===== config.mk =====
export PLATFORM = sky130hd
export DESIGN_NAME = ram_bus_arbiter
export DESIGN_NICKNAME = d
export VERILOG_FILES = /design/src/rtl/ram_bus_arb_pkg.sv /design/src/rtl/ram_bus_rr_pick.sv /design/src/rtl/ram_bus_arbiter.sv
export SDC_FILE = /design/constraint.sdc
export NUM_CORES = 1
export LEC_CHECK = 0
export CORE_ASPECT_RATIO = 2
export CORE_MARGIN = 5
export CORE_UTILIZATION = 41
export CTS_CLUSTER_DIAMETER = 40
export DETAILED_ROUTE_END_ITERATION = 10
export PLACE_DENSITY = 0.9
export SETUP_SLACK_MARGIN = 0.02
export SYNTH_ARGS = -nofsm -noshare
export SYNTH_HDL_FRONTEND = slang
export SYNTH_HIERARCHICAL = 1
export SYNTH_SLANG_ARGS = --single-unit

===== constraint.sdc =====
create_clock -name clk_cpu -period 2.67 [get_ports clk_cpu]
set_input_delay 0.6675 -clock clk_cpu [delete_from_list [all_inputs] [get_ports clk_cpu]]
set_output_delay 0.6675 -clock clk_cpu [all_outputs]
set_load 0.02 [all_outputs]

===== src/rtl/ram_bus_arb_pkg.sv =====
// Shared types and constants for the two-master SRAM bus arbiter.
// Port indices double as grant values and request-vector bit positions.
package ram_bus_arb_pkg;

    typedef enum logic [1:0] {
        IDLE,
        ACCESS,
        TURN
    } arb_state_e;

    localparam logic PORT_VIDEO = 1'b0;
    localparam logic PORT_CPU   = 1'b1;

    localparam int CNT_W = 4;

endpackage


===== src/rtl/ram_bus_rr_pick.sv =====
// Combinational 2-way round-robin picker: a sole requester wins, a tie goes
// to the port that was not granted last. Zero latency, no backpressure.
module ram_bus_rr_pick
    import ram_bus_arb_pkg::*;
(
    input  logic [1:0] req,
    input  logic       last_grant,
    output logic       grant,
    output logic       valid
);

    always_comb begin
        valid = |req;
        grant = PORT_VIDEO;
        if (&req) begin
            grant = ~last_grant;
        end else if (req[PORT_CPU]) begin
            grant = PORT_CPU;
        end
    end

endmodule


===== src/rtl/ram_bus_arbiter.sv =====
// Shares the external SRAM bus between video/DMA (port 0) and CPU (port 1).
// One access per WAIT_CYCLES+2 cycles; masters hold req until their one-cycle ack.
module ram_bus_arbiter
    import ram_bus_arb_pkg::*;
#(
    parameter int ADDR_W      = 21,
    parameter int WAIT_CYCLES = 2
) (
    input  logic              clk_cpu,
    input  logic              reset,

    input  logic              m0_req,
    input  logic              m0_write,
    input  logic [ADDR_W-1:0] m0_addr,
    input  logic [7:0]        m0_wdata,
    output logic              m0_ack,
    output logic [7:0]        m0_rdata,

    input  logic              m1_req,
    input  logic              m1_write,
    input  logic [ADDR_W-1:0] m1_addr,
    input  logic [7:0]        m1_wdata,
    output logic              m1_ack,
    output logic [7:0]        m1_rdata,

    output logic              ram_enable,
    output logic              ram_write,
    output logic [ADDR_W-1:0] ram_address,
    output logic [7:0]        ram_data_out,
    input  logic [7:0]        ram_data_in
);

    localparam logic [CNT_W-1:0] CNT_INIT = CNT_W'(WAIT_CYCLES - 1);

    arb_state_e        state_q, state_d;
    logic [CNT_W-1:0]  cnt_q, cnt_d;
    logic              last_grant_q, last_grant_d;
    logic              ram_enable_q, ram_enable_d;
    logic              ram_write_q, ram_write_d;
    logic [ADDR_W-1:0] ram_address_q, ram_address_d;
    logic [7:0]        ram_data_out_q, ram_data_out_d;
    logic              m0_ack_q, m0_ack_d;
    logic              m1_ack_q, m1_ack_d;
    logic [7:0]        m0_rdata_q, m0_rdata_d;
    logic [7:0]        m1_rdata_q, m1_rdata_d;

    logic pick_grant;
    logic pick_vld;

    ram_bus_rr_pick u_pick (
        .req        ({m1_req, m0_req}),
        .last_grant (last_grant_q),
        .grant      (pick_grant),
        .valid      (pick_vld)
    );

    // last_grant doubles as the owner of the access in flight.
    always_comb begin
        state_d        = state_q;
        cnt_d          = cnt_q;
        last_grant_d   = last_grant_q;
        ram_enable_d   = ram_enable_q;
        ram_write_d    = ram_write_q;
        ram_address_d  = ram_address_q;
        ram_data_out_d = ram_data_out_q;
        m0_ack_d       = 1'b0;
        m1_ack_d       = 1'b0;
        m0_rdata_d     = m0_rdata_q;
        m1_rdata_d     = m1_rdata_q;

        case (state_q)
            IDLE: begin
                ram_enable_d = 1'b0;
                if (pick_vld) begin
                    state_d      = ACCESS;
                    cnt_d        = CNT_INIT;
                    last_grant_d = pick_grant;
                    ram_enable_d = 1'b1;
                    if (pick_grant == PORT_CPU) begin
                        ram_write_d    = m1_write;
                        ram_address_d  = m1_addr;
                        ram_data_out_d = m1_wdata;
                    end else begin
                        ram_write_d    = m0_write;
                        ram_address_d  = m0_addr;
                        ram_data_out_d = m0_wdata;
                    end
                end
            end
            ACCESS: begin
                if (cnt_q != '0) begin
                    cnt_d = cnt_q - CNT_W'(1);
                end else begin
                    if (!ram_write_q) begin
                        if (last_grant_q == PORT_CPU) begin
                            m1_rdata_d = ram_data_in;
                        end else begin
                            m0_rdata_d = ram_data_in;
                        end
                    end
                    if (last_grant_q == PORT_CPU) begin
                        m1_ack_d = 1'b1;
                    end else begin
                        m0_ack_d = 1'b1;
                    end
                    ram_enable_d = 1'b0;
                    ram_write_d  = 1'b0;
                    state_d      = TURN;
                end
            end
            TURN: begin
                state_d = IDLE;
            end
            default: begin
                state_d = IDLE;
            end
        endcase
    end

    always_ff @(posedge clk_cpu or posedge reset) begin
        if (reset) begin
            state_q        <= IDLE;
            cnt_q          <= '0;
            last_grant_q   <= PORT_CPU;
            ram_enable_q   <= 1'b0;
            ram_write_q    <= 1'b0;
            ram_address_q  <= '0;
            ram_data_out_q <= '0;
            m0_ack_q       <= 1'b0;
            m1_ack_q       <= 1'b0;
            m0_rdata_q     <= '0;
            m1_rdata_q     <= '0;
        end else begin
            state_q        <= state_d;
            cnt_q          <= cnt_d;
            last_grant_q   <= last_grant_d;
            ram_enable_q   <= ram_enable_d;
            ram_write_q    <= ram_write_d;
            ram_address_q  <= ram_address_d;
            ram_data_out_q <= ram_data_out_d;
            m0_ack_q       <= m0_ack_d;
            m1_ack_q       <= m1_ack_d;
            m0_rdata_q     <= m0_rdata_d;
            m1_rdata_q     <= m1_rdata_d;
        end
    end

    assign ram_enable   = ram_enable_q;
    assign ram_write    = ram_write_q;
    assign ram_address  = ram_address_q;
    assign ram_data_out = ram_data_out_q;
    assign m0_ack       = m0_ack_q;
    assign m1_ack       = m1_ack_q;
    assign m0_rdata     = m0_rdata_q;
    assign m1_rdata     = m1_rdata_q;

endmodule


==> results.toml <==
[power_and_ir_drop]
p_leak_uw = 0.001791
intPower_uw = 2799
powerDensity_nw_per_um2 = 1119
vdd_drop_max_mv = 0.5284
p_clk_share_pct = 14.7
switching_share_pct = 37.00
p_comb_share_pct = 50.6
p_switching_uw = 1644
sequentialPowerShare_pct = 34.7

[cts]
htree_num_levels = 2
clock_sinks = 56
ctsResizeCount = 0
clk_latency_ps = 290
cts_tree = "built"
cts_buffer_depth = 2
cts_root_buf = "clkbuf_16"
cts.clk_slew.worst_paths_ps = 70
postCtsSetupBuffers = 0
cts_hold_buf = 0
cts_made_buffers = 5

[logic_synthesis]
yosysUniqueCellTypes = 32
synth_area_sq_um = 2535
synth_top_area_cell = "dfrtp_1"
synth-seq-cells = 56
avgSynthCellArea_sq_um = 11.74
synth_cells = 216
ys_warn_count = 6
synth_seq_area_share_pct = 55.33
synth_top_cells_by_area = "dfrtp_1, mux2i_1, mux2_4"
yosys.area.top_type_share_pct = 54.29
synthesis.nets = 290

[setup_path]
crit_family = "simple AND/OR/NAND/NOR gates"
r2r_cells = 5
max_stage_delay_ps = 750
end_kind = "flop"
cp.required_ps = 2840
cp_cell_sequence = "inv_1 -> ha_1 -> or3b_4 -> or4_1 -> mux2_4"
critPathArrivalTime_ps = 2530
critical_path_class = "flop to flop"
critPathSlowestCell = "or4_1"
cp_max_fo = 8
path_buf_inv = 1
cp-start-kind = "flop"
r2r_slack_ps = 310
timing.rr.end = "m0_rdata[4]$_DFFE_PP0P_"
reg2reg_from = "cnt_q[0]$_DFFE_PP0P_"

[die]
fp.dieH_um = 121.2
core_area_sq_um = 6006
ios = 121
core.rowCount = 40
die_width_um = 65.60
start_util_pct = 42.21
die_area_sq_um = 7951

[min_path]
min_to = "ram_address[20]$_DFFE_PP0P_"
min-delay-start = "ram_address[20]$_DFFE_PP0P_"
min_path_cells = 2
hold_class = "flop to flop"

[timing]
setup-violations-final = 0
final.period_utilization_pct = 88.38
period_minus_slack_ps = 2360
hold_violations = 0
worst_pin_slew_ps = 660.7
max_slew_margin_pct = 55.86
worst_slack_ps = 310.3
finClkSkew_ps = 7.664
drv_slew = 0
rsz0062_at_grt = "no"
tns_ps = 0
fmax_mhz = 423.8

[place]
pre_cts_ws_ps = 211.6
dp.cells = 389
hpwlAfterDp_mm = 4.841
io_buffers = 120
dpl_cell_area_sq_um = 3817
gp_congestion = 0.6875

[detailed_routing]
ant_nets = 0
wl_mm = 6.076
wl_per_cell_um = 15.30
initialDrtViolationCount = 68
via_count = 1978
first_pass_iters = 4
drc_errors = 0
vias_per_cell = 4.982

[layout]
fin_util_pct = 66.10
area_growth_pct = 56.61
fin_cells = 397
drive_above_1_share_pct = 11.08
stdcell_area_sq_um = 3970
fillers = 484
final_cell_mix = "clkdlybuf4s50_1, dfrtp_1, nand2_1, o21ai_0, mux2i_1"
n_antenna_cell = 0
layout_commonest_cell = "clkdlybuf4s50_1"
final_nets = 407

[outcome]
run_status = "completed"

[global_route]
grt_pass1_wl_mm = 9.832
antenna_found_initial = 0
globalRouteOverflowTotal = 0
grt_use_total_pct = 15.87
grt_pass1_vias = 2143
grt_max_degree = 55

[run]
cap_violations = 0
## power by group through the flow
stage                     Clock, uW  Sequential [uW]  Combinational (uW)
after floorplan                   0             1940                 828
final                           655             1540                2250
after CTS                       678             1540                2290
after global routing            705             1610                2420
after detailed placement          0             1550                2280
after global placement            0             1530                2220
## metal layers
layer / vias up / global-route usage [%] / share of wire (%)
met5: - / 0 / 0
met4: 0 / 4.545 / 0.58
met3: 2 / 4.263 / 6.5
met2: 72 / 29.78 / 55
met1: 919 / 16.78 / 38
li1: 985 / - / -
## how the worst max path moves through the flow
stage / slack, ps / end / startpoint / cells after the start
detailed placement: 210 / ram_address[9]$_DFFE_PP0P_ / m0_req / 6
floorplan: 570 / m1_rdata[0]$_DFFE_PP0P_ / cnt_q[0]$_DFFE_PP0P_ / 6
global route: 220 / m0_rdata[7]$_DFFE_PP0P_ / cnt_q[0]$_DFFE_PP0P_ / 5
global placement: 270 / ram_data_out[4]$_DFFE_PP0P_ / m0_req / 6
finish: 310 / m0_rdata[4]$_DFFE_PP0P_ / cnt_q[0]$_DFFE_PP0P_ / 5
CTS: 300 / m0_rdata[6]$_DFFE_PP0P_ / cnt_q[0]$_DFFE_PP0P_ / 5
## state kept, by name (all words and copies together) (netlist names)
name / flops
m1_ack: 1
ram_write: 1
last_grant_q: 1
m0_ack: 1
m1_rdata: 8
ram_data_out: 8
m0_rdata: 8
ram_address: 21
ram_enable: 1
cnt_q: 4
state_q: 2
## worst min-delay path, cell delays in order, from the launching register on
cell and delay [ps]:
dfrtp_1 350, nand2_1 40, o21ai_0 60
## Yosys cell counts (all sizes together)
master	count
clkbuf	12
or4b	1
o21ai	31
nor3	2
or4	3
dfstp	1
a22o	1
o22ai	1
o21bai	1
mux2i	30
nor2	2
o31ai	2
nor2b	1
buf	2
a311oi	1
nor3b	1
ha	2
a21oi	2
inv	4
nand2	34
and2	2
dfrtp	55
a21boi	1
nand3	3
nand2b	1
or2	1
mux2	17
or3b	2
## stage by stage
stage	total power, uW	hold slack [ps]
2_1_floorplan	2765	509.3
3_3_place_gp	3753	460.7
3_5_place_dp	3832	469.5
4_1_cts	4507	486.3
5_1_grt	4728	502.6
6_report	4444	480.8
## logic make-up (layout without fill, tap and decap cells)
kind of cell	count (synthesis)	after routing	synth area share, %
multiplexers	47	47	21.77
buffers and inverters	18	136	3.109
adder cells (fa/ha/maj)	2	2	0.9870
AO/OA/AOI/OAI	40	40	8.638
flip-flops	56	56	55.33
AND/OR/NAND/NOR	53	53	10.17
## cell type report
type | instances | area, sq um | area share, %
Inverter | 4 | 15.01 | 0.3782
Sequential cell | 56 | 1403 | 35.33
Clock inverter | 3 | 27.53 | 0.6933
Tap cell | 63 | 78.83 | 1.986
Timing Repair Buffer | 124 | 1256 | 31.64
Clock buffer | 5 | 125.1 | 3.152
Multi-Input combinational cell | 142 | 1065 | 26.82
Power figures use the tool's default switching activity.
